==> src/rtl/pc_sequencer.sv <==
// pc_sequencer: multicycle PC / instruction-fetch controller.
// Walks FETCH -> DECODE -> RESOLVE -> UPDATE. It owns the PC and computes every
// next-PC source internally: pc+4, branch target, jump target and jr target.
// Optional feature macro: ALIGN_CHK_EN. When it is defined, a misaligned jr
// target raises exc and redirects the PC to EXC_VECTOR. When it is undefined,
// the low two bits of the jr target are cleared.
module pc_sequencer #(
    parameter logic [31:0] RESET_PC   = 32'h0000_0000,
    parameter logic [31:0] EXC_VECTOR = 32'h0000_00FC
) (
    input  logic        clk,
    input  logic        reset,
    input  logic        mem_ready,
    input  logic [31:0] instr,
    input  logic        ctl_valid,
    input  logic        ctl_jump,
    input  logic        ctl_link,
    input  logic        ctl_jr,
    input  logic        ctl_branch,
    input  logic        br_taken,
    input  logic [31:0] rs_data,
    output logic        mem_rd,
    output logic [31:0] mem_addr,
    output logic        ir_write,
    output logic [31:0] ir,
    output logic [31:0] pc,
    output logic [31:0] pc_plus4,
    output logic        link_we,
    output logic [31:0] link_data,
    output logic        exc,
    output logic [1:0]  state_o
);

    typedef enum logic [1:0] {
        S_FETCH   = 2'd0,
        S_DECODE  = 2'd1,
        S_RESOLVE = 2'd2,
        S_UPDATE  = 2'd3
    } state_t;

    state_t      state_q, state_d;
    logic [31:0] pc_q, pc_d;
    logic [31:0] pc_plus4_q, pc_plus4_d;
    logic [31:0] ir_q, ir_d;
    logic [31:0] next_pc_q, next_pc_d;
    logic [31:0] link_data_q, link_data_d;
    logic        ir_write_q, ir_write_d;
    logic        mem_rd_q, mem_rd_d;
    logic        link_we_q, link_we_d;
    logic        exc_q, exc_d;

    // Sign-extended, word-scaled branch offset added to pc+4 (wraps modulo 2^32)
    function automatic logic [31:0] branch_target(input logic [31:0] base, input logic [15:0] imm);
        branch_target = base + {{14{imm[15]}}, imm, 2'b00};
    endfunction

    // Next-state, next-PC selection and strobe generation
    always_comb begin
        state_d     = state_q;
        pc_d        = pc_q;
        pc_plus4_d  = pc_plus4_q;
        ir_d        = ir_q;
        next_pc_d   = next_pc_q;
        link_data_d = link_data_q;
        ir_write_d  = 1'b0;
        link_we_d   = 1'b0;
        exc_d       = 1'b0;
        case (state_q)
            S_FETCH: begin
                if (mem_ready) begin
                    ir_d       = instr;
                    ir_write_d = 1'b1;
                    pc_plus4_d = pc_q + 32'd4;
                    state_d    = S_DECODE;
                end else begin
                    state_d    = S_FETCH;
                end
            end
            S_DECODE: begin
                state_d = S_RESOLVE;
            end
            S_RESOLVE: begin
                if (ctl_valid) begin
                    link_we_d   = ctl_link;
                    link_data_d = pc_plus4_q;
                    if (ctl_jr) begin
`ifdef ALIGN_CHK_EN
                        if (rs_data[1:0] != 2'b00) begin
                            next_pc_d = EXC_VECTOR;
                            exc_d     = 1'b1;
                            link_we_d = 1'b0;
                        end else begin
                            next_pc_d = rs_data;
                        end
`else
                        next_pc_d = {rs_data[31:2], 2'b00};
`endif
                    end else if (ctl_jump) begin
                        next_pc_d = {pc_plus4_q[31:28], ir_q[25:0], 2'b00};
                    end else if (ctl_branch && br_taken) begin
                        next_pc_d = branch_target(pc_plus4_q, ir_q[15:0]);
                    end else begin
                        next_pc_d = pc_plus4_q;
                    end
                    state_d = S_UPDATE;
                end else begin
                    state_d = S_RESOLVE;
                end
            end
            S_UPDATE: begin
                pc_d    = next_pc_q;
                state_d = S_FETCH;
            end
            default: begin
                state_d = S_FETCH;
            end
        endcase
        // The fetch request is registered so that it is high for the whole FETCH stay
        mem_rd_d = (state_d == S_FETCH);
    end

    // State and output registers with synchronous active-low reset
    always_ff @(posedge clk) begin
        if (!reset) begin
            state_q     <= S_FETCH;
            pc_q        <= RESET_PC;
            pc_plus4_q  <= RESET_PC + 32'd4;
            ir_q        <= 32'h0000_0000;
            next_pc_q   <= RESET_PC;
            link_data_q <= 32'h0000_0000;
            ir_write_q  <= 1'b0;
            mem_rd_q    <= 1'b1;
            link_we_q   <= 1'b0;
            exc_q       <= 1'b0;
        end else begin
            state_q     <= state_d;
            pc_q        <= pc_d;
            pc_plus4_q  <= pc_plus4_d;
            ir_q        <= ir_d;
            next_pc_q   <= next_pc_d;
            link_data_q <= link_data_d;
            ir_write_q  <= ir_write_d;
            mem_rd_q    <= mem_rd_d;
            link_we_q   <= link_we_d;
            exc_q       <= exc_d;
        end
    end

    assign mem_rd    = mem_rd_q;
    assign mem_addr  = pc_q;
    assign ir_write  = ir_write_q;
    assign ir        = ir_q;
    assign pc        = pc_q;
    assign pc_plus4  = pc_plus4_q;
    assign link_we   = link_we_q;
    assign link_data = link_data_q;
    assign exc       = exc_q;
    assign state_o   = state_q;

endmodule

==> config.mk <==
export PLATFORM = sky130hd
export DESIGN_NAME = pc_sequencer
export DESIGN_NICKNAME = d
export VERILOG_FILES = /design/src/rtl/pc_sequencer.sv
export SDC_FILE = /design/constraint.sdc
export NUM_CORES = 1
export LEC_CHECK = 0
export CAP_MARGIN = 10
export CORE_MARGIN = 2
export CORE_UTILIZATION = 40
export DETAILED_ROUTE_END_ITERATION = 10
export PLACE_DENSITY = 0.71
export SETUP_SLACK_MARGIN = 0.02
export SYNTH_ARGS = -nofsm -noshare
export SYNTH_HDL_FRONTEND = slang
export SYNTH_SLANG_ARGS = --single-unit
==> constraint.sdc <==
create_clock -name clk -period 3.5 [get_ports clk]
set_input_delay 0.525 -clock clk [delete_from_list [all_inputs] [get_ports clk]]
set_output_delay 0.525 -clock clk [all_outputs]
set_load 0.01 [all_outputs]
# Word level (Yosys, flattened, before mapping)
# Index checks and enable logic that the tools add are counted.
[totals]
reg_bits = 165
latchBits = 0
mem_bits_rw = 0
romBits = 0
out_inout_bits = 166
mem_count = 0
[classes]
add_sub_neg = 2
mul = 0
div = 0
n_lt_le_gt_ge = 0
n_eq_ne = 3
shifts = 0
mux = 7
bitwise = 0
reduce_logical = 7
[op_table]
columns = ["operator", "count"]
rows = [
  ["32-bit 2-to-1 mux", 3],
  ["32-bit by 3-bit adder with 32-bit output (second input constant)", 1],
  ["32-bit adder", 1],
  ["2-bit case mux with 4 select lines", 1],
  ["2-bit AND reduction", 3],
  ["2-bit == test (second input constant)", 2],
  ["2-bit zero test", 2],
  ["1-bit 2-to-1 mux", 3],
  ["3-bit AND reduction", 1],
  ["2-bit by 1-bit == test with 1-bit output (second input constant)", 1],
  ["1-bit logical AND", 1],
]

# Longest topological paths before layout
[logic_depth]
word_depth = 4
mapped_depth = 11

# Worst setup path before layout
# Ideal clock, no wire load.
[synth_path]
kind = "flip-flop to flip-flop"
from = "register ir_q[0] (netlist: ir[0])"
to = "register next_pc_q[30]"
t_arrival_ps = 2825
path_slack_ps = 600
path_stages_with_launch = 12
n_path_buf = 0
path_cell_list = "dfxtp_1 -> ha_1 -> fa_1 -> and3_1 -> o32ai_4 -> o21bai_1 -> a31o_2 -> a221o_1 -> a2111oi_2 -> xnor2_1 -> nand2_1 -> a31oi_1"
[synth_between]
elab_chain_cells = 4
[synth_rtl]
columns = ["item", "line_no", "source"]
rows = [
  ["start: declaration", "44", "logic [31:0] ir_q, ir_d;"],
  ["start signal: assignment", "139", "ir_q <= ir_d;"],
  ["32-bit adder", "54", "branch_target = base + {{14{imm[15]}}, imm, 2'b00};"],
  ["32-bit 2-to-1 mux", "100", "end else if (ctl_branch && br_taken) begin"],
  ["32-bit 2-to-1 mux", "98", "end else if (ctl_jump) begin"],
  ["32-bit 2-to-1 mux", "86", "if (ctl_jr) begin"],
  ["end signal: assignment", "140", "next_pc_q <= next_pc_d;"],
  ["end: declaration", "45", "logic [31:0] next_pc_q, next_pc_d;"],
]
# Every way passes these cells.
# A chain may end at the register's enable or synchronous reset.

# Worst setup path after layout
[layout_path]
from = "register pc_plus4_q[2] (netlist: pc_plus4[2])"
to = "register next_pc_q[20]"
[layout_between]
elab_chain_cells = 4
[layout_rtl]
columns = ["item", "line_no", "source"]
rows = [
  ["start: declaration", "43", "logic [31:0] pc_plus4_q, pc_plus4_d;"],
  ["start signal: assignment", "127", "pc_plus4_q <= RESET_PC + 32'd4;"],
  ["start signal: assignment", "138", "pc_plus4_q <= pc_plus4_d;"],
  ["32-bit adder", "54", ""],
  ["32-bit 2-to-1 mux", "100", ""],
  ["32-bit 2-to-1 mux", "98", ""],
  ["32-bit 2-to-1 mux", "86", ""],
]
# Every way passes these cells.

==> flow_summary.yaml <==
global_routing:
  grt_pass1_vias: 7831
  grt_antenna_before_repair: 0
  grt_usage_pct: 24.7
  grt_overflow: 0
  grt_start_max_net_pins: 70
  grt_pass1_wl_mm: 43.6
clock_tree:
  clkSinkCount: 165
  clk_latency_ns: 0.44
  cts_tree: "done"
  ctsRootBufferMaster: "clkbuf_16"
  cts_hold_buf: 0
  cts_setup_buffers: 0
  clkSlewWorstSetupHoldPaths_ns: 0.07
  ctsResizeCount: 0
  cts-htree-levels: 4
  cts_inserted_buffers: 17
  clockBufferDepth: 2
synthesis:
  syn_area_um2: 8680
  async_reset_ff_share_pct: 0
  post-synth-top-area-cell: "dfxtp_1"
  synth-seq-cells: 165
  syn_area_per_cell_um2: 7.86
  synth_top_area_share_pct: 38.0
  synth_edf_count: 0
  synthTopCellsByArea: "dfxtp_1 38%, nand2_1 8.6%, a21oi_1 7.9%"
  synth-main-ff-cell: "dfxtp_1"
  syn_nets: 1212
  synth_cell_type_count: 56
  netlist_instances: 1104
  yosys_warnings: 0
  synth-seq-area-share_pct: 38.0
routing:
  totalWireLength_mm: 28.7
  drtPass1Iterations: 7
  drt_iter0_markers: 715
  via_per_inst: 5.46
  vias: 8527
  drc_errors: 0
  ant_nets: 0
  wl_per_cell_um: 18.4
worst_setup_path:
  cpMostUsedCell: "o21ai_0"
  critPathKind: "reg2reg"
  path_delay_family: "compound AO/OA/AOI/OAI gates"
  critical_path.slowest_cell: "a2111oi_0"
  required_ns: 3.86
  cp_max_fo: 5
  max_stage_delay_ns: 0.61
  crit_chain: "ha_1 > fa_1 > and3_1 > o32ai_4 > o211ai_1 > a2111oi_0 > xnor2_1 > o21ai_0 > o21ai_0 > a21oi_1"
  crit_path_end_kind: "flip-flop"
  worstSetupStartpointType: "flip-flop"
  critical_path_buf_inv_count: 0
  cp.arrival_ns: 3.65
power:
  power.total_w: 0.00487
  peakVddDrop_mv: 0.353
  leakagePower_nw: 4.24
  power.density_nw_per_um2: 418
final_layout:
  syn2layout_area_growth_pct: 34.2
  antennaDiodeCount: 0
  fin_nets: 1382
  drive_gt1_share_pct: 5.52
  fin_area_um2: 11700
timing:
  rsz0062_at_grt: "no"
  fin_crit_sh_pct: 93.8
  worstMarginPinSlew_ns: 1.16
  setup_tns_ns: 0
  min_period_ns: 3.28
  whs_ns: 0.454
  max_freq_mhz: 305
  hold_viol_final: 0
  slew_violations: 0
  postLayoutSetupSlackWorst_ns: 0.216
  setup_viol: 0
  finClkSkew_ns: 0.0116
  relSlewSlack_pct: 22.8
place:
  pre_cts_slack_ns: 0.348
  place.port_buffers: 235
  routabilityCongestion: 0.919
  hpwl_mm: 20.3
  postPlaceCellArea_um2: 11100
flow_run:
  maxCapViolCount: 0
worst_hold_path:
  hold_path.class: "reg2reg"
outcome:
  status: "completed"
floorplanning:
  start_util_pct: 41.0
  dieArea_um2: 22900
  ios: 239
  coreArea_um2: 21200
  die_w_um: 151
  die_y_um: 151
  rows: 53
cell usage in the layout (no fill, tap or decap), drive strengths merged, types with 24 or more instances in the layout:
cell type      synthesis  routed
a211oi                28      28
a21oi                137     137
buf                   39      24
clkdlybuf4s50          0     234
dfxtp                165     165
ha                    34      34
inv                   18      25
mux2i                 34      34
nand2                200     200
nor2                 102     102
o21ai                 57      57
xor2                  29      29
worst paths after layout:
| check | from | endpoint | slack (ns) | depth (start not counted) |
|---|---|---|---|---|
| worst min register to register | link_data[23] | link_data[23] | 0.45 | 2 |
| worst max register to register | pc_plus4[2] | next_pc_q[20] | 0.22 | 10 |
| worst max-delay path | pc_plus4[2] | next_pc_q[20] | 0.22 | 10 |
| worst min-delay path | link_data[23] | link_data[23] | 0.45 | 2 |
power by group:
group / internal, W / leakage, nW / switching, W / total [W]
clock: 0.00104 / 0.285 / 0.000846 / 0.00189
combinational: 0.000409 / 2.62 / 0.000514 / 0.000923
sequential: 0.00197 / 1.34 / 0.0000920 / 0.00206
kinds of logic (layout without fill, tap and decap cells):
family                     Yosys count  after routing  synth area share (%)
and+or+nand+nor                    385            385                  18.8
AOI/OAI and AO/OA                  308            308                  22.0
DFF                                165            165                  38.0
buffers and inverters              125            308                  6.92
xor gates and xnor gates            51             51                  5.14
adders and majority gates           35             35                  5.13
muxes                               34             34                  3.92
other                                1              1                0.0432
cells in the mapped netlist (4+ instances only):
cell type	number
a211oi_1	28
a21o_1	11
a21oi_1	137
a221oi_1	6
a22oi_1	4
a311oi_1	5
a31oi_1	12
and2_1	7
and3_1	13
buf_1	5
buf_4	33
clkbuf_1	68
dfxtp_1	165
ha_1	34
inv_1	17
mux2i_1	34
nand2_1	200
nand3_1	22
nand3b_1	6
nand4_1	6
nor2_1	101
nor2b_1	5
nor3_1	9
o211a_1	4
o211ai_1	21
o21a_1	5
o21ai_0	52
o21ai_1	4
or3_1	6
xnor2_1	22
xor2_1	29
flip-flops by register name (all words and copies together), names as in the netlist:
register	cells
next_pc_q	32
ir_write	1
mem_rd	1
ir	32
state_o	2
link_we	1
link_data	32
mem_addr	32
pc_plus4	32
per-stage QoR:
step	std cells	util, %
2_1_floorplan	1104	-
6_report	1562	55.1
5_1_grt	1562	55.1
4_1_cts	1562	55.1
3_3_place_gp	1530	52.3
3_5_place_dp	1530	52.3
area by class of cell:
cell class                      count  area (um2)
Multi-Input combinational cell    814        4790
Clock inverter                     13         138
Inverter                           18        70.1
Timing Repair Buffer              258        2560
Clock buffer                       19         453
Fill cell                        1983        9500
Tap cell                          275         344
Sequential cell                   165        3300
routing by layer:
metal / track usage, % / vias to the layer above / share of wire (%)
li1: - / 4143 / -
met1: 34.5 / 4014 / 44
met2: 38.0 / 342 / 46
met3: 6.27 / 28 / 8.3
met4: 6.50 / 0 / 1.4
met5: 0 / - / 0
tightest hold or removal path, delay by kind of cell (launching register included):
| family | cells | cell delay (ns) |
|---|---|---|
| flip-flops | 1 | 0.31 |
| AND/OR/NAND/NOR | 1 | 0.05 |
| AO/OA/AOI/OAI | 1 | 0.05 |
(Power assumes the default switching activity.)
==> patch 1 (same settings) <==
Make the reset (`reset`) asynchronous in one clocked block. Comments in the files are not updated.
--- a/src/rtl/pc_sequencer.sv
+++ b/src/rtl/pc_sequencer.sv
@@ -120,7 +120,7 @@
     end
 
     // State and output registers with synchronous active-low reset
-    always_ff @(posedge clk) begin
+    always_ff @(posedge clk or negedge reset) begin
         if (!reset) begin
             state_q     <= S_FETCH;
             pc_q        <= RESET_PC;
Check against the original RTL: differs if reset is asserted again (counterexample within 4 cycles, from zero or initial values and one cycle with reset low); with reset held inactive, the same outputs for 4 cycles.
==> patch 1 against the unedited design <==
  * Synthesized area up 3.7%
  * Routed wire length down 4.8%
  * Setup slack better by 0.11 ns
  * Sequential cell count unchanged
  * Final area up 3.9%
  * Highest routed layer is now met5
  * Critical endpoint is now next_pc_q[24]
Power is not compared: it rests on default switching activity, and its combinational part moved more than twofold at a synthesized area within 25%.
==> patch 1: results (changes against the unedited design) <==
- Outcome: completed (unchanged)
- Met1 usage: 0.318 (was 0.345)
- Reg2reg setup slack: 0.33 ns (was 0.22 ns)
- Detailed Place HPWL: 19800 um (was 20300 um)
- Placed cell count: 1420 (was 1530)
- Worst slack at placement: 0.361 ns (was 0.348 ns)
- GRT Total Usage: 0.236 (was 0.247)
- Unique masters post-synth: 67 (was 56)
- Buffer share of cell area: 0.213 (was 0.219)
- Crit path DAT: 3.49 ns (was 3.65 ns)
- Initial DRC count: 489 (was 715)
- Fraction of area in multi-input gates: 0.363 (was 0.411)
- Reg2reg end: next_pc_q[24] (was next_pc_q[20])
- Cells on worst reg2reg path: 11 (was 10)
- M2 GR Usage: 0.379 (was 0.380)
- Total Wirelength: 27300 um (was 28700 um)
- Worst Path Max Fanout: 4 (was 5)
- Non-clock inverters: 17 (was 18)
- Clk tree area frac: 0.0490 (was 0.0507)
- Non-clock buffers: 264 (was 258)
- Met3 wire len: 1850 um (was 2390 um)
- Slowest stage delay, CP: 0.43 ns (was 0.61 ns)
- Skew final: 0.0101 ns (was 0.0116 ns)
- First-pass DRT Iterations: 5 (was 7)
- Hold Path Class: in2async (was reg2reg)
- Final Util: 0.552 (was 0.551)
- Leading post-synthesis cells by cell area: dfrtp_1 (45%), nand2_1 (8.4%), mux2_2 (7.5%), ha_1 (4.7%), o21ai_0 (4.6%) (was dfxtp_1 (38%), nand2_1 (8.6%), a21oi_1 (7.9%), ha_1 (4.9%), nor2_1 (4.4%))
- Seq/Total Area, Yosys: 0.459 (was 0.380)
- Share of layout cells above drive strength 1: 0.125 (was 0.0552)
- Largest net degree at the start of global routing: 87 (was 70)
- Initial antenna violation count: 2 (was 0)
- Post-synth ARST share: 1.00 (was 0)
- Compound-Gate Fraction of Synth Area: 0.151 (was 0.220)
- Critical path's slowest cell: fa_1 (was a2111oi_0)
- Post-synthesis xor/xnor area fraction: 0.0506 (was 0.0514)
- Synthesized Nets: 1059 (was 1212)
- Hold_ws: 0.165 ns (was 0.454 ns)
- WL met2: 12700 um (was 13200 um)
- Reg-to-Reg Start: ir[0] (was pc_plus4[2])
- Max Used Layer: met5 (was met4)
- Final period demand of the worst path: 3.17 ns (was 3.28 ns)
- Mux cell area share after synthesis: 0.0817 (was 0.0392)
- Mean Syn Cell Area: 9.47 um^2 (was 7.86 um^2)
- Full die area: 23700 um^2 (was 22900 um^2)
patch 1: cell types whose count changed in the layout (fill, tap and decap cells not counted), sizes merged, moves of 6 or more:
cell    change
mux2i      -28
dfxtp     -165
a21oi      -75
nand3b      -6
mux2       +60
nor2       -50
buf         +7
o211ai     -20
dfrtp     +163
a211oi     -27
o21ai      +30
patch 1: power groups by stage:
stage               sequential [mW]  clock (mW)  combinational (mW)
floorplan                      3.81           0                3.60
global placement               3.72           0                6.29
detailed placement             3.75           0                6.38
CTS                            3.73        1.96                6.43
global route                   3.86        2.04                7.03
finish                         3.73        1.92                6.42
patch 1: kinds of logic (layout without fill, tap and decap cells):
kind of cell,after synthesis,count (layout)
XOR/XNOR,52,52
multiplexers,66,66
adder cells (fa/ha/maj),35,35
buffers and inverters,92,313
flip-flops,165,165
other,1,1
AO/OA/AOI/OAI,216,216
AND/OR/NAND/NOR,324,324
==> patch 2 (same settings) <==
Made on the original files. Add a define of `ALIGN_CHK_EN`.
--- a/src/rtl/pc_sequencer.sv
+++ b/src/rtl/pc_sequencer.sv
@@ -4,6 +4,8 @@
 // Optional feature macro: ALIGN_CHK_EN. When it is defined, a misaligned jr
 // target raises exc and redirects the PC to EXC_VECTOR. When it is undefined,
 // the low two bits of the jr target are cleared.
+`define ALIGN_CHK_EN
+
 module pc_sequencer #(
     parameter logic [31:0] RESET_PC   = 32'h0000_0000,
     parameter logic [31:0] EXC_VECTOR = 32'h0000_00FC
Check against the original RTL: not equivalent (a bounded check fails within 4 cycles, from zero or initial values and one cycle with reset low).
==> patch 2 against the unedited design <==
  * Routed wire length decreased by 0.91%
  * Maximum frequency increased by 7.7%
  * Setup slack improved by 0.24 ns
  * Synthesized area increased by 1.2%
  * Final area increased by 1.1%
  * Hold slack got worse by 0.00094 ns
  * Combinational power decreased by 3.3%
  * Sequential cell count increased by 1
  * Total power increased by 2.6%
==> patch 2: results (changes against the unedited design) <==
- Actual slew at the worst max-slew pin: 0.849 ns (was 1.16 ns)
- M2 GR Usage: 0.373 (was 0.380)
- Adder-cell share of the synthesized area: 0.0507 (was 0.0513)
- Reg-to-Reg Start: ir[0] (was pc_plus4[2])
- Detailed Place HPWL: 20100 um (was 20300 um)
- Final RePlAce weighted congestion: 0.909 (was 0.919)
- Met1 usage: 0.319 (was 0.345)
- Seq/Total Area, Yosys: 0.378 (was 0.380)
- First-pass DRT Iterations: 5 (was 7)
- Placed cell count: 1538 (was 1530)
- Unique masters post-synth: 70 (was 56)
- Worst Path Max Fanout: 4 (was 5)
- Finished Layout Cells: 1570 (was 1562)
- Grt met3 use: 0.0683 (was 0.0627)
- Critical path's slowest cell: or4_1 (was a2111oi_0)
- Mux cell area share after synthesis: 0.0434 (was 0.0392)
- Hold-critical path endpoint: link_data[17] (was link_data[23])
- Number of port buffers: 238 (was 235)
- Most common library cells after synthesis: nand2_1 (198), dfxtp_1 (166), a21oi_1 (140) (was nand2_1 (200), dfxtp_1 (165), a21oi_1 (137))
- Largest net degree at the start of global routing: 58 (was 70)
- Wire length per cell: 18.1 um (was 18.4 um)
- Reg2reg end: next_pc_q[28] (was next_pc_q[20])
- Largest family of logic cells by synthesized area: compound AO/OA/AOI/OAI gates (unchanged)
- Compound-Gate Fraction of Synth Area: 0.233 (was 0.220)
- Synthesized Nets: 1213 (was 1212)
- Routed vias/inst: 5.48 (was 5.46)
- Outcome: completed (unchanged)
- Post-synthesis xor/xnor area fraction: 0.0429 (was 0.0514)
- Initial DRC count: 552 (was 715)
- Leading post-synthesis cells by cell area: dfxtp_1 (38%), nand2_1 (8.5%), a21oi_1 (8.0%), ha_1 (4.8%), mux2i_1 (4.2%) (was dfxtp_1 (38%), nand2_1 (8.6%), a21oi_1 (7.9%), ha_1 (4.9%), nor2_1 (4.4%))
- Share of layout cells above drive strength 1: 0.0628 (was 0.0552)
- Static Leak: 4.27 nW (was 4.24 nW)
- Fill count: 1996 (was 1983)
- Hold Path Origin: link_data[17] (was link_data[23])
- Skew final: 0.0143 ns (was 0.0116 ns)
- Post-synthesis cell count: 1105 (was 1104)
- Vias in the first global route: 7953 (was 7831)
- Post-cts sizing count: 0 (unchanged)
- First-pass GRT wire length: 44400 um (was 43600 um)
- Slowest stage delay, CP: 0.48 ns (was 0.61 ns)
- Worst vdd ir: 0.270 mV (was 0.353 mV)
- Nets@finish: 1385 (was 1382)
## patch 2: kinds of logic (layout without fill, tap and decap cells)
family | after synthesis | after routing
flip-flops | 166 | 166
buffers and inverters | 123 | 308
adder cells (fa/ha/maj) | 35 | 35
multiplexers | 38 | 38
AND/OR/NAND/NOR | 374 | 374
XOR/XNOR | 43 | 43
AO/OA/AOI/OAI | 326 | 326
## patch 2: power by group
group          leakage (nW)  switching (mW)  internal, mW
Combinational          2.63           0.491         0.402
Clock                 0.295           0.874          1.14
Sequential             1.35           0.104          1.98
Total                  4.27            1.47          3.53
## patch 2: how the worst max path moves through the flow
stage                           start            end  slack [ns]  cells past startpoint
after floorplan                 ir[0]  next_pc_q[28]        0.75                     10
after global placement          ir[0]  next_pc_q[28]        0.55                     10
after detailed placement  pc_plus4[2]  next_pc_q[28]        0.52                     10
after CTS                 pc_plus4[2]  next_pc_q[28]        0.47                     10
after global routing            ir[0]  next_pc_q[28]        0.30                     10
final                           ir[0]  next_pc_q[28]        0.45                     10
## patch 2: worst reg2reg max path: cells and delay by family, from the launching register on
kind                     cells  cell delay (ns)
AO/OA/AOI/OAI                7             1.47
adder cells (fa/ha/maj)      2             0.70
flip-flops                   1             0.34
AND/OR/NAND/NOR              1             0.48
## patch 2: area by class of cell
type | instances | area (um^2) | area share
inverters | 19 | 73.8 | 0.00627
clock inverters | 15 | 193 | 0.0164
repair buffers | 257 | 2530 | 0.215
multi-input cells | 816 | 4880 | 0.414
clock buffers | 17 | 425 | 0.0361
well taps | 280 | 350 | 0.0297
flip-flops and latches | 166 | 3320 | 0.282
## patch 2: per-stage QoR
stage               area [um^2]  hold slack [ns]  worst slack (ns)   util
global route              11800            0.466             0.295  0.543
floorplan                  8780            0.432             0.748      -
CTS                       11800            0.455             0.472  0.543
global placement          11200            0.439             0.554  0.515
finish                    11800            0.453             0.452  0.543
detailed placement        11200            0.448             0.521  0.515
## patch 2: metal layers
metal	part of all wire	routed length, um
met2	0.45	12800
met4	0.022	631
met5	0	0
met3	0.081	2290
met1	0.45	12700
